[config.mk]
export PLATFORM = sky130hd
export DESIGN_NAME = sync_fifo_flex
export DESIGN_NICKNAME = d
export VERILOG_FILES = /design/src/rtl/sync_fifo_flex.sv
export SDC_FILE = /design/constraint.sdc
export NUM_CORES = 1
export LEC_CHECK = 0
export CORE_MARGIN = 4
export CORE_UTILIZATION = 54
export DETAILED_ROUTE_END_ITERATION = 10
export PLACE_DENSITY = 0.82
export SETUP_SLACK_MARGIN = 0.3
export SYNTH_ARGS = -nofsm -noshare
export SYNTH_HDL_FRONTEND = slang
export SYNTH_SLANG_ARGS = --single-unit
[constraint.sdc]
create_clock -name clk -period 2.4 [get_ports clk]
set_input_delay 0.6 -clock clk [delete_from_list [all_inputs] [get_ports clk]]
set_output_delay 0.6 -clock clk [all_outputs]
set_load 0.02 [all_outputs]
[src/rtl/sync_fifo_flex.sv]
// Single-clock FIFO with arbitrary depth, standard/FWFT read, thresholds, flush and sticky errors.
// Status flags are registered from next-state occupancy, so all of them move on the same edge.
module sync_fifo_flex #(
  parameter int unsigned DATA_WIDTH    = 8,
  parameter int unsigned FIFO_DEPTH    = 16,
  parameter int unsigned ADDR_WIDTH    = 4,
  parameter int unsigned FWFT          = 0,
  parameter int unsigned AFULL_THRESH  = 14,
  parameter int unsigned AEMPTY_THRESH = 2
) (
  input  logic                  clk,
  input  logic                  rst_n,
  input  logic                  flush,
  input  logic                  wr_en,
  input  logic [DATA_WIDTH-1:0] wr_data,
  input  logic                  rd_en,
  output logic [DATA_WIDTH-1:0] rd_data,
  output logic                  rd_valid,
  output logic                  full,
  output logic                  empty,
  output logic                  almost_full,
  output logic                  almost_empty,
  output logic [ADDR_WIDTH:0]   count,
  output logic                  overflow,
  output logic                  underflow
);

  localparam logic [ADDR_WIDTH:0]   DEPTH_CNT  = (ADDR_WIDTH + 1)'(FIFO_DEPTH);
  localparam logic [ADDR_WIDTH:0]   AFULL_CNT  = (ADDR_WIDTH + 1)'(AFULL_THRESH);
  localparam logic [ADDR_WIDTH:0]   AEMPTY_CNT = (ADDR_WIDTH + 1)'(AEMPTY_THRESH);
  localparam logic [ADDR_WIDTH-1:0] PTR_LAST   = ADDR_WIDTH'(FIFO_DEPTH - 1);
  localparam logic [ADDR_WIDTH-1:0] PTR_ONE    = ADDR_WIDTH'(1);
  localparam logic [ADDR_WIDTH:0]   CNT_ONE    = (ADDR_WIDTH + 1)'(1);

  logic [DATA_WIDTH-1:0] mem [FIFO_DEPTH];

  logic [ADDR_WIDTH-1:0] wr_ptr_q, wr_ptr_d, rd_ptr_q, rd_ptr_d;
  logic [ADDR_WIDTH:0]   count_q, count_d;
  logic                  full_q, empty_q, afull_q, aempty_q;
  logic                  overflow_q, overflow_d, underflow_q, underflow_d;
  logic                  rd_valid_q;
  logic [DATA_WIDTH-1:0] rd_data_q;
  logic                  wr_acc, rd_acc;

  // Accept decisions use the registered flags; flush masks both requests.
  assign wr_acc = wr_en & ~full_q & ~flush;
  assign rd_acc = rd_en & ~empty_q & ~flush;

  always_comb begin
    wr_ptr_d    = wr_ptr_q;
    rd_ptr_d    = rd_ptr_q;
    count_d     = count_q;
    overflow_d  = overflow_q;
    underflow_d = underflow_q;
    if (flush) begin
      wr_ptr_d    = '0;
      rd_ptr_d    = '0;
      count_d     = '0;
      overflow_d  = 1'b0;
      underflow_d = 1'b0;
    end else begin
      if (wr_acc) wr_ptr_d = (wr_ptr_q == PTR_LAST) ? '0 : wr_ptr_q + PTR_ONE;
      if (rd_acc) rd_ptr_d = (rd_ptr_q == PTR_LAST) ? '0 : rd_ptr_q + PTR_ONE;
      unique case ({wr_acc, rd_acc})
        2'b10:   count_d = count_q + CNT_ONE;
        2'b01:   count_d = count_q - CNT_ONE;
        default: count_d = count_q;
      endcase
      overflow_d  = overflow_q | (wr_en & full_q);
      underflow_d = underflow_q | (rd_en & empty_q);
    end
  end

  always_ff @(posedge clk or negedge rst_n) begin
    if (!rst_n) begin
      wr_ptr_q    <= '0;
      rd_ptr_q    <= '0;
      count_q     <= '0;
      full_q      <= 1'b0;
      empty_q     <= 1'b1;
      afull_q     <= 1'b0;
      aempty_q    <= 1'b1;
      overflow_q  <= 1'b0;
      underflow_q <= 1'b0;
      rd_valid_q  <= 1'b0;
      rd_data_q   <= '0;
    end else begin
      wr_ptr_q    <= wr_ptr_d;
      rd_ptr_q    <= rd_ptr_d;
      count_q     <= count_d;
      full_q      <= (count_d == DEPTH_CNT);
      empty_q     <= (count_d == '0);
      afull_q     <= (count_d >= AFULL_CNT);
      aempty_q    <= (count_d <= AEMPTY_CNT);
      overflow_q  <= overflow_d;
      underflow_q <= underflow_d;
      rd_valid_q  <= rd_acc;
      if (rd_acc) rd_data_q <= mem[rd_ptr_q];
    end
  end

  // Storage is deliberately left out of reset.
  always_ff @(posedge clk) begin
    if (wr_acc) mem[wr_ptr_q] <= wr_data;
  end

  // FWFT presents the head entry combinationally from the array.
  assign rd_data      = (FWFT != 0) ? (empty_q ? '0 : mem[rd_ptr_q]) : rd_data_q;
  assign rd_valid     = (FWFT != 0) ? ~empty_q : rd_valid_q;
  assign full         = full_q;
  assign empty        = empty_q;
  assign almost_full  = afull_q;
  assign almost_empty = aempty_q;
  assign count        = count_q;
  assign overflow     = overflow_q;
  assign underflow    = underflow_q;

endmodule

# After elaboration in Yosys (flattened, before gate mapping)
# Memories as Yosys holds them, arrays and structs flattened. A register that Yosys moved wholly into a read port is not among the register bits.
# Index checks and enable logic that the tools add are counted.
totals:
  rom_bits: 0
  register_bits: 20
  ram_bits: 128
  output_inout_bits: 20
  latchBits: 0
  memories: 1
memory_table:
  columns: ["memory", "words", "width", "rd", "rd_ports_with_merged_regs", "wr", "line", "text"]
  rows:
  - ["mem", 16, 8, 1, 1, 1, "35", "logic [DATA_WIDTH-1:0] mem [FIFO_DEPTH];"]
op_classes:
  magnitude_cmp: 2
  n_shift: 0
  div: 0
  bitwise_logic: 11
  multipliers: 0
  reduce_logical: 4
  muxes: 12
  n_eq_ne: 5
  n_addsub: 4
ops:
  columns: ["op", "count"]
  rows:
  - ["two-way mux 4 bit", 6]
  - ["case mux 5 bit (2 select lines)", 1]
  - ["adder 4 x 1 -> 4 bit, second input constant", 2]
  - ["== test 4 bit, second input constant", 2]
  - ["bitwise AND 1 bit", 6]
  - ["adder 5 x 1 -> 5 bit, second input constant", 1]
  - ["== test 5 bit, second input constant", 1]
  - [">= comparator 5 x 4 -> 1 bit, second input constant", 1]
  - ["<= comparator 5 x 2 -> 1 bit, second input constant", 1]
  - ["zero test 5 bit", 1]
  - ["two-way mux 5 bit", 1]
  - ["subtractor 5 x 1 -> 5 bit, second input constant", 1]
  - ["two-way mux 1 bit", 4]
  - ["nonzero test 2 bit", 2]
  - ["inverter 1 bit", 3]
  - ["== test 2 x 1 -> 1 bit, second input constant", 1]
  - ["== test 2 bit, second input constant", 1]
  - ["bitwise OR 1 bit", 2]
  - ["zero test 1 bit", 1]

# Longest topological paths before layout
# Gate-level depths: netlist of the first run.
depth:
  depth_word: 7
  ltp_mapped: 10
  ltp_nobuf: 10

# Worst setup path after synthesis of the first run
# Ideal clock, no wire load.
synth_path:
  kind: "input -> register"
  from: "input port flush"
  to: "register aempty_q (netlist: almost_empty)"
  path_buffers: 0
  path_stages: 10
  path_slack_ps: -454
  t_arrival_ps: 2749
  t_required_ps: 2295
  path_cell_list: "or3b_4 inv_2 nand2_1 xnor2_1 ha_1 a21o_1 and3_1 or3_1 mux2_2 o41ai_1"
synth_via:
  elab_chain_len: 6
  word_cells_on_any_way: 8
  classes_between: "order compare (1); eq/ne (2); mux (2); bitwise (3)"
synth_rtl:
  columns: ["item", "line", "text"]
  rows:
  - ["from (decl)", "13", "input logic flush,"]
  - ["inverter 1 bit", "46, 47", null]
  - ["bitwise AND 1 bit, on equally long branches", "47, 46", null]
  - ["== test 2 x 1 -> 1 bit / == test 2 bit (equally long branches)", "64", "unique case ({wr_acc, rd_acc})"]
  - ["case mux 5 bit (2 select lines)", "64", null]
  - ["two-way mux 5 bit (*)", "55", "if (flush) begin"]
  - ["named net count_d[2]", "38", "logic [ADDR_WIDTH:0] count_q, count_d;"]
  - ["<= comparator 5 x 2 -> 1 bit (*)", "94", "aempty_q <= (count_d <= AEMPTY_CNT);"]
  - ["to (signal assigned)", "94", null]
  - ["to (decl)", "39", "logic full_q, empty_q, afull_q, aempty_q;"]
# Mark *: on every way through the listed nets, which the timed path passes. The rest lies on a longest branch.
# A chain may end at the register's enable or synchronous reset.

# Final worst setup path of the first run
layout_path:
  from: "input port rd_en"
  to: "register aempty_q (netlist: almost_empty)"
layout_via:
  elab_chain_len: 6
  word_cells_on_any_way: 7
  classes_between: "order compare (1); eq/ne (2); mux (2); bitwise (2)"
layout_rtl:
  columns: ["item", "line", "text"]
  rows:
  - ["from (decl)", "16", "input logic rd_en,"]
  - ["bitwise AND 1 bit (*) (2 in series)", "47", "assign rd_acc = rd_en & ~empty_q & ~flush;"]
  - ["== test 2 x 1 -> 1 bit / == test 2 bit (equally long branches)", "64", null]
  - ["case mux 5 bit (2 select lines) (*)", "64", null]
  - ["two-way mux 5 bit (*)", "55", null]
  - ["named net count_d[2]", "38", null]
  - ["<= comparator 5 x 2 -> 1 bit (*)", "94", null]
# Marks and branches as above.

==> impl_metrics.env, run 1 <==
export IMPL_status="complete, but fails checks"
export IMPL_violations="negative setup slack"
export IMPL_synth_compound_area_frac=0.07081
export IMPL_gr_total_overflow=0
export IMPL_cts_buffers=17
export IMPL_drt_initial_drc_count=465
export IMPL_synth_cell_types=43
export IMPL_internal_power_mw=4.686
export IMPL_cts_tree="built"
export IMPL_final_nets=479
export IMPL_setup_viol=5
export IMPL_crit_start="rd_en"
export IMPL_holdWs_ns=0.4776
export IMPL_muxShareOfSynthArea=0.1135
export IMPL_critical_path_required_ns=2.72
export IMPL_ys_warn_count=0
export IMPL_grtUsageTotal=0.2364
export IMPL_pwr_share_comb=0.118
export IMPL_grt_pass1_vias=4019
export IMPL_p_per_area_mw_per_mm2=776.3
export IMPL_p_leak_nw=2.832
export IMPL_cts_buffer_depth=2
export IMPL_cp_arrival_ns=2.96
export IMPL_nFillCells=695
export IMPL_placed_cells=577
export IMPL_critPathLaunchType="input port"
export IMPL_root_buffer="clkbuf_16"
export IMPL_area_growth_pct=24.27
export IMPL_synth_seq_cells=156
export IMPL_die_h_um=116.5
export IMPL_fin_worst_skew_ns=0.008447
export IMPL_syn_avg_cell_area_um2=16.78
export IMPL_antenna_cells=0
export IMPL_placed_cell_area_mm2=0.007253
export IMPL_final_cell_area_mm2=0.007905
export IMPL_timing_final_crit_share=1.103
export IMPL_cts_sinks=156
export IMPL_post_route_util=0.6894
export IMPL_tns_ns=-0.9629
export IMPL_clk_pin_slew_ns=0.06
export IMPL_rr_endpoint="almost_empty"
export IMPL_grt_pass1_wl_um=22830
export IMPL_switching_share=0.2365
export IMPL_synth_area_mm2=0.006361
export IMPL_die_area_mm2=0.01358
export IMPL_ant_nets=0
export IMPL_pwr_share_seq=0.502
export IMPL_grt_max_degree=46
export IMPL_synth_seq_area_share=0.7148
export IMPL_reg2regPathDepth=10
export IMPL_max_freq_mhz=377.9
export IMPL_drc=0
export IMPL_rrSetupSlack_ns=-0.23
export IMPL_drv_slew=0
export IMPL_gp_congestion=0.8437
export IMPL_min_path_type="flip-flop to flip-flop"
export IMPL_drv_cap=0
export IMPL_tightest_slew_ns=0.6865
export IMPL_start_util=0.5547
export IMPL_crit_end="almost_empty"
export IMPL_htree_levels=4
export IMPL_synth_adder_area_share=0.01377
export IMPL_synth_flop_cell="edfxtp_1"
export IMPL_synth_xor_area_frac=0.009638
export IMPL_synth_edf_count=128
export IMPL_synth_top_family_by_area="multiplexers"
export IMPL_layout_drive_gt1_share=0.2606
export IMPL_critical_path_class="input port to flip-flop"
export IMPL_portBuffers=32
export IMPL_num_vias=3884
export IMPL_syn_num_nets=399
export IMPL_period_needed_ns=2.647
export IMPL_finalWirelength_um=14850
export IMPL_row_count=39
export IMPL_end_kind="flip-flop"
export IMPL_ir_drop_uv=542.3
export IMPL_fin_cells=615
export IMPL_clock_latency_ns=0.42
export IMPL_netlist_instances=379
export IMPL_relSlewSlack=0.5409
export IMPL_antenna_found_initial=0
export IMPL_async_reset_ff_frac=0.1795
export IMPL_dr_pass1_iters=5
export IMPL_setup_ws_ns=-0.2465
export IMPL_synth_simple_area_share=0.05999
export IMPL_core_area_mm2=0.01147
export IMPL_worst_path_max_fanout=4
export IMPL_vias_per_cell=6.315
export IMPL_rsz0062_at_grt="yes"
export IMPL_r2r_start="empty"
export IMPL_clkPwrFrac=0.380
export IMPL_die_x_um=116.5
export IMPL_ios=33
export IMPL_dpl_hpwl_um=8878
export IMPL_hold_viol_final=0
export IMPL_p_sw_mw=1.451
export IMPL_wire_per_inst_um=24.14
==> worst max-delay path, stage by stage <==
cell	delay (ns)
clkdlybuf4s15_2	0.18
or3b_4	0.38
inv_2	0.09
nand2_2	0.07
xnor2_2	0.14
ha_2	0.19
a21o_1	0.18
and3_1	0.15
or3_4	0.34
mux2_4	0.34
o41ai_2	0.29
==> state kept, by name (all words and copies together), names as in the netlist, 4 cells and up <==
register,flops
count,5
mem,128
rd_data,8
rd_ptr_q,4
wr_ptr_q,4
==> layer usage <==
metal / track usage / part of all wire / vias to the layer above
met2: 0.3871 / 0.51 / 239
met4: 0.08945 / 0.030 / 0
met5: 0 / 0 / -
met3: 0.07668 / 0.098 / 43
met1: 0.2968 / 0.37 / 1944
li1: - / - / 1658
==> final cells by class <==
type                       instances  area, µm²  area share
sequential                       156       4548      0.5753
multi-input combinational        195       1827      0.2311
timing repair buffer              80      804.5      0.1018
clock buffer                      22      444.2     0.05619
tap                              143      178.9     0.02263
clock inverter                    10      68.82    0.008705
inverter                           9      33.78    0.004274
==> stage by stage <==
step	power, mW	setup WS [ns]
6_report	6.137	-0.2465
2_1_floorplan	3.485	-0.3979
3_5_place_dp	3.829	-0.9959
5_1_grt	6.346	-0.3124
4_1_cts	6.144	-0.1983
3_3_place_gp	3.800	-0.8729
==> power by group through the flow <==
stage	sequential (mW)	combinational, mW	clock [mW]
after global placement	3.13	0.673	0
after global routing	3.09	0.777	2.48
after CTS	3.08	0.711	2.35
final	3.08	0.725	2.33
after floorplan	3.21	0.271	0
after detailed placement	3.13	0.695	0
==> logic make-up after synthesis <==
family	count (synthesis)
adder cells (fa/ha/maj)	7
buffers and inverters	28
flip-flops	156
AND/OR/NAND/NOR	73
AO/OA/AOI/OAI	66
XOR/XNOR	7
multiplexers	42
==> repair_timing <==
action,4_1_cts,5_1_grt
endpoints found under the setup margin,13,10
setup buffers,2,4
hold buffers,0,0
resized for setup,16,15
cloned,0,0
pin swaps,10,10
hold endpoints to repair,0,0
==> worst min-delay path by stage <==
stage | from | end | cells after the start
after floorplan | rst_n | almost_full | 0
after global placement | rd_data[4] | rd_data[4] | 1
after detailed placement | rd_data[5] | rd_data[5] | 1
after CTS | rd_data[5] | rd_data[5] | 1
after global routing | rd_data[6] | rd_data[6] | 1
final | rd_data[2] | rd_data[2] | 1
==> cell usage in the layout, fill, tap and decap left out, types with 2 or more instances in the layout <==
master	count
clkbuf_16	17
nor2b_1	2
inv_6	2
ha_1	5
dlymetal6s2s_1	3
clkbuf_1	5
clkdlybuf4s50_1	23
mux2i_1	17
nand2b_1	6
a211oi_1	8
nand2_1	14
a21o_1	9
nor3_1	2
nand3_1	2
o41ai_2	2
buf_12	10
xnor2_1	2
inv_2	2
nand4_1	2
dlygate4sd2_1	4
and2_1	13
inv_1	7
o21ai_0	10
xor2_1	3
buf_4	38
dfstp_2	2
mux4_2	24
nor2_1	19
o221ai_1	8
dfrtp_1	25
o22ai_1	9
clkinv_1	2
or4_1	2
a21oi_1	13
clkinvlp_4	4
edfxtp_1	128
==> cell usage after synthesis, types with 6 or more instances <==
cell      instances  area, µm²
nand2b_1          6      37.54
dfrtp_1          26      650.6
mux4_2           24      540.5
o221ai_1          8      70.07
o21ai_0          11      55.05
inv_1             8      30.03
o22ai_1           9      56.30
ha_1              7      87.58
a211oi_1          8      60.06
a21o_1            9      67.56
nor2_1           19      71.32
a21oi_1          13      65.06
and2_1           13      81.33
nand2_1          15      56.30
mux2i_1          17      170.2
edfxtp_1        128       3844
clkbuf_1         11      41.29
(Power assumes the default switching activity.)
==> inputs of run 2 (changes only) <==
Settings changed: GPL_ROUTABILITY_DRIVEN set to 0, RECOVER_POWER set to 100.
==> run 2 against run 1 <==
Effect of this change: the run ends with max-capacitance violations, max-slew violations, negative setup slack left; die area is the same; sequential power is essentially flat; global-route usage is the same; first-iteration DRC count grew 0.86%; critical path type unchanged; largest power group unchanged.
==> impl_metrics.env, run 2 (same netlist as run 1, synthesis figures left out) <==
export IMPL_clk_pin_slew_ns=0.06
export IMPL_nFillCells=697
export IMPL_layout_drive_gt1_share=0.2564
export IMPL_post_place_ws_ns=-0.9959
export IMPL_relSlewSlack=-0.02485
export IMPL_critical_path_required_ns=2.70
export IMPL_grtUsageTotal=0.2364
export IMPL_regMostFlops="mem"
export IMPL_grt_max_degree=46
export IMPL_grt_pass1_vias=4019
export IMPL_antenna_found_initial=0
export IMPL_min_path_type="flip-flop to flip-flop"
export IMPL_htree_levels=4
export IMPL_cts_buffer_depth=2
export IMPL_violations="max-capacitance violations, max-slew violations, negative setup slack"
export IMPL_dpl_hpwl_um=8878
export IMPL_hold_depth=1
export IMPL_row_count=39
export IMPL_die_area_mm2=0.01358
export IMPL_setup_ws_ns=-0.2462
export IMPL_grt_pass1_wl_um=22830
export IMPL_tns_ns=-0.9398
export IMPL_root_buffer="clkbuf_16"
export IMPL_status="complete, but fails checks"
export IMPL_dr_pass1_iters=5
export IMPL_largest_register_ff_count=128
export IMPL_ir_drop_uv=544.8
export IMPL_start_util=0.5547
export IMPL_path_buf_inv=2
export IMPL_worst_path_max_fanout=4
export IMPL_hold_viol_final=0
export IMPL_p_per_area_mw_per_mm2=777.2
export IMPL_fin_worst_skew_ns=0.007987
export IMPL_setup_viol=5
export IMPL_cp_depth=11
export IMPL_drv_slew=29
export IMPL_finalWirelength_um=14810
export IMPL_p_leak_nw=2.826
export IMPL_die_x_um=116.5
export IMPL_critPathLaunchType="input port"
export IMPL_drt_initial_drc_count=469
export IMPL_crit_family="simple AND/OR/NAND/NOR gates"
export IMPL_vias_per_cell=6.309
export IMPL_max_freq_mhz=377.9
export IMPL_gr_total_overflow=0
export IMPL_clock_latency_ns=0.42
export IMPL_rsz0062_at_grt="yes"
export IMPL_max_stage_delay_ns=0.38
export IMPL_tightest_slew_ns=1.537
export IMPL_portBuffers=32
export IMPL_ant_nets=0
export IMPL_end_kind="flip-flop"
export IMPL_period_needed_ns=2.646
export IMPL_slowest_stage="or3b_4"
export IMPL_ios=33
export IMPL_layout_commonest_cell="edfxtp_1"
export IMPL_die_h_um=116.5
export IMPL_fin_cells=615
export IMPL_holdWs_ns=0.4773
export IMPL_drc=0
export IMPL_reg2regPathDepth=10
export IMPL_num_vias=3880
export IMPL_timing_final_crit_share=1.103
export IMPL_wire_per_inst_um=24.07
export IMPL_cp_arrival_ns=2.95
export IMPL_drv_cap=1
export IMPL_area_growth_pct=24.11
export IMPL_cts_sinks=156
export IMPL_critical_path_class="input port to flip-flop"
export IMPL_postCtsHoldBufs=0
export IMPL_core_area_mm2=0.01147
export IMPL_final_nets=479
export IMPL_antenna_cells=0
export IMPL_cts_tree="built"
export IMPL_layout_common_cells="128 x edfxtp_1, 35 x buf_4, 25 x dfrtp_1"
export IMPL_worstPathCellList="clkdlybuf4s15_2 -> or3b_4 -> inv_2 -> nand2_2 -> xnor2_2 -> ha_2 -> a21o_1 -> and3_1 -> or3_4 -> mux2_4 -> a32o_2"
export IMPL_cts_buffers=17
export IMPL_placed_cells=577
run 2: worst reg2reg max path: cells and delay by family (launching register included):
family	cells	cell delay [ns]
simple gates	4	0.93
compound gates	2	0.45
flops	1	0.36
mux	1	0.34
fa+ha+maj	1	0.20
xor+xnor	1	0.14
buf+inv	1	0.09
run 2: worst paths after layout:
check | from | to | slack (ns)
worst max-delay path | rd_en | almost_full | -0.25
worst min-delay path | rd_data[2] | rd_data[2] | 0.48
worst max register to register | empty | almost_full | -0.23
worst min register to register | rd_data[2] | rd_data[2] | 0.48
max in group asynchronous | rst_n | rd_ptr_q[0] | 0.30
min in group asynchronous | rst_n | overflow | 1.09
run 2: area by class of cell:
type	instances	area, µm²	share of cell area
sequential	156	4548	0.5761
multi-input combinational	195	1827	0.2314
timing repair buffer	80	794.5	0.1006
clock buffer	22	444.2	0.05626
tap	143	178.9	0.02266
clock inverter	10	68.82	0.008716
inverter	9	33.78	0.004279
run 2: per-stage QoR:
step                  util  power, mW  area (µm²)
global route        0.6885      6.341        7895
CTS                 0.6813      6.144        7812
detailed placement  0.6325      3.829        7253
floorplan                -      3.485        6406
global placement    0.6325      3.800        7253
finish              0.6885      6.136        7895
run 2: per-layer routing:
| metal | share of wire | global-route usage | up-vias | wire, µm |
|---|---|---|---|---|
| met1 | 0.37 | 0.2968 | 1939 | 5467 |
| met5 | 0 | 0 | - | 0 |
| met3 | 0.096 | 0.07668 | 43 | 1418 |
| li1 | - | - | 1656 | - |
| met4 | 0.034 | 0.08945 | 0 | 502 |
| met2 | 0.50 | 0.3871 | 242 | 7416 |
run 2: where the power goes:
part	leakage, nW	switching (mW)	total, mW	internal (mW)
sequential	1.52	0.0520	3.08	3.03
combinational	1.07	0.386	0.722	0.336
clock	0.236	1.02	2.33	1.32
run 2: timing repair:
action                     in CTS  in global routing
resized for setup              16                 15
setup endpoints to repair      13                 10
pin swaps                      10                 10
setup buffers                   2                  4
==> RTL edit, RTL diff (flow settings as in run 1) <==
Set the parameter `FWFT` to 1 (it was 0).
--- a/src/rtl/sync_fifo_flex.sv
+++ b/src/rtl/sync_fifo_flex.sv
@@ -4,7 +4,7 @@
   parameter int unsigned DATA_WIDTH    = 8,
   parameter int unsigned FIFO_DEPTH    = 16,
   parameter int unsigned ADDR_WIDTH    = 4,
-  parameter int unsigned FWFT          = 0,
+  parameter int unsigned FWFT          = 1,
   parameter int unsigned AFULL_THRESH  = 14,
   parameter int unsigned AEMPTY_THRESH = 2
 ) (
Check against the original RTL: not equivalent (Yosys sat finds a counterexample within 4 cycles, from zero or initial values and one cycle with rst_n low).
==> RTL edit against run 1 <==
  * The flow still finishes with violations (negative setup slack)
  * Via count is 9.7% lower
  * Non-clock buffer count is 23 higher
  * Final area is 2.4% higher
  * Sequential share of layout area is 4.1 points lower
  * Routed wire length is 4.8% higher
  * Setup slack worse by 440 ps
  * Global-route usage is 0.36 points higher
  * Synthesized area is 3.2% lower
  * Total power is 8.9% higher
  * Sequential power is 6% lower
  * Die area is 3.0% lower
  * Critical path depth is 4 lower
  * Sequential cell count is 9 lower
  * Largest cell class unchanged
==> RTL edit: results (changes against run 1) <==
status finished, violations left; failing checks negative setup slack; Final WS setup -687.7 ps (-441.2 ps); Slew @ Worst Pin 643.0 ps (-43.44 ps); GR Layer Usage met1 32.21% (+2.5 points); WL final 15,560 um (+4.8%); Seq/Total Area, Yosys 70.19% (-1.3 points); Leak 2.915 nW (+3.0%); DR WL met3 905 um (-38%); DP Area 7158 um^2 (-1.3%); Post-Place Setup Slack -802.4 ps (+193.5 ps); placed insts 527 (-8.7%); slowest CP cell mux4_2; top post-synthesis cells by count edfxtp_1, and2_1, mux4_1, mux4_2, nor2_1; Setup Fix Bufs, Post-CTS 13 (+11); hold crit path type in2async; asr flop ratio synth 12.93% (-5.0 points); CP arrival 2490 ps (-470 ps); NumNets Final 447 (-6.7%); PostCTS Resize Cnt 91 (+75); end of the critical path rd_data[0]; synth unique cells 40 (-7.0%); global-route wire length before repair 22,470 um (-1.5%); vias in the first global route 3,676 (-8.5%); r2r setup slk -190 ps (+40 ps); detailed placer's ending HPWL 8095 um (-8.8%); met2 Use GR 40.43% (+1.7 points); beginning of the critical path rd_ptr_q[0]; WL met2 8260 um (+9.8%); via count 3,506 (-9.7%); worst-path fanout max 5 (+1); Post-Route M1 WL 6003 um (+10%); global-route usage over all layers 24.00% (+0.36 points); setup TNS -5989 ps (-5026 ps); CP peak stage delay 540 ps (+160 ps); met3 usage 4.579% (-3.1 points); VDD IR max 0.4114 mV (-24%); worst reg2reg path depth 13 (+3); DRT iter0 DRCs 304 (-35%); r2r endpoint almost_full; largest net degree at the start of global routing 22 (-52%); setup violators final 13 (+8); drt via density 6.055 (-4.1%); layout cell share with drive strength beyond 1 41.23% (+15 points)
## RTL edit: changes by cell type after synthesis, moves of 5 or more
| cell | before | now |
|---|---|---|
| a21o_1 | 9 | 1 |
| mux4_2 | 24 | 18 |
| mux4_1 | 0 | 22 |
| and2_1 | 13 | 24 |
| dfrtp_1 | 26 | 17 |
| o221ai_1 | 8 | 0 |
| mux2i_1 | 17 | 5 |
| nand2_1 | 15 | 10 |
| o22ai_1 | 9 | 0 |
| o21ai_0 | 11 | 2 |
| clkbuf_1 | 11 | 5 |
| a211oi_1 | 8 | 1 |
## RTL edit: logic make-up (layout without fill, tap and decap cells)
| group | count (synthesis) | after routing | share of synthesized area (%) |
|---|---|---|---|
| XOR/XNOR | 6 | 6 | 0.8535 |
| AND/OR/NAND/NOR | 70 | 70 | 6.137 |
| buffers and inverters | 19 | 141 | 1.930 |
| adder cells (fa/ha/maj) | 8 | 8 | 1.626 |
| AO/OA/AOI/OAI | 22 | 22 | 2.479 |
| flip-flops | 147 | 147 | 70.19 |
| multiplexers | 45 | 45 | 16.79 |
## RTL edit: power by group
| part | switching [W] | total, W | internal (W) |
|---|---|---|---|
| logic | 0.000511 | 0.00109 | 0.000582 |
| registers | 0.0000445 | 0.00288 | 0.00283 |
| clock network | 0.00106 | 0.00271 | 0.00165 |
## RTL edit: area by class of cell
cell class              instances  area, um^2
clock buffers                  18       429.2
clock inverters                14       175.2
fillers                       585        2892
inverters                       6       22.52
multi-input cells             151        1826
flip-flops and latches        147        4325
well taps                     140       175.2
repair buffers                103        1139
## RTL edit: worst max-delay path: cells and delay by family (launching register included)
kind / cells / cell delay, ps
buffers and inverters: 4 / 500
and+or+nand+nor: 1 / 150
muxes: 2 / 1020
DFF: 1 / 390
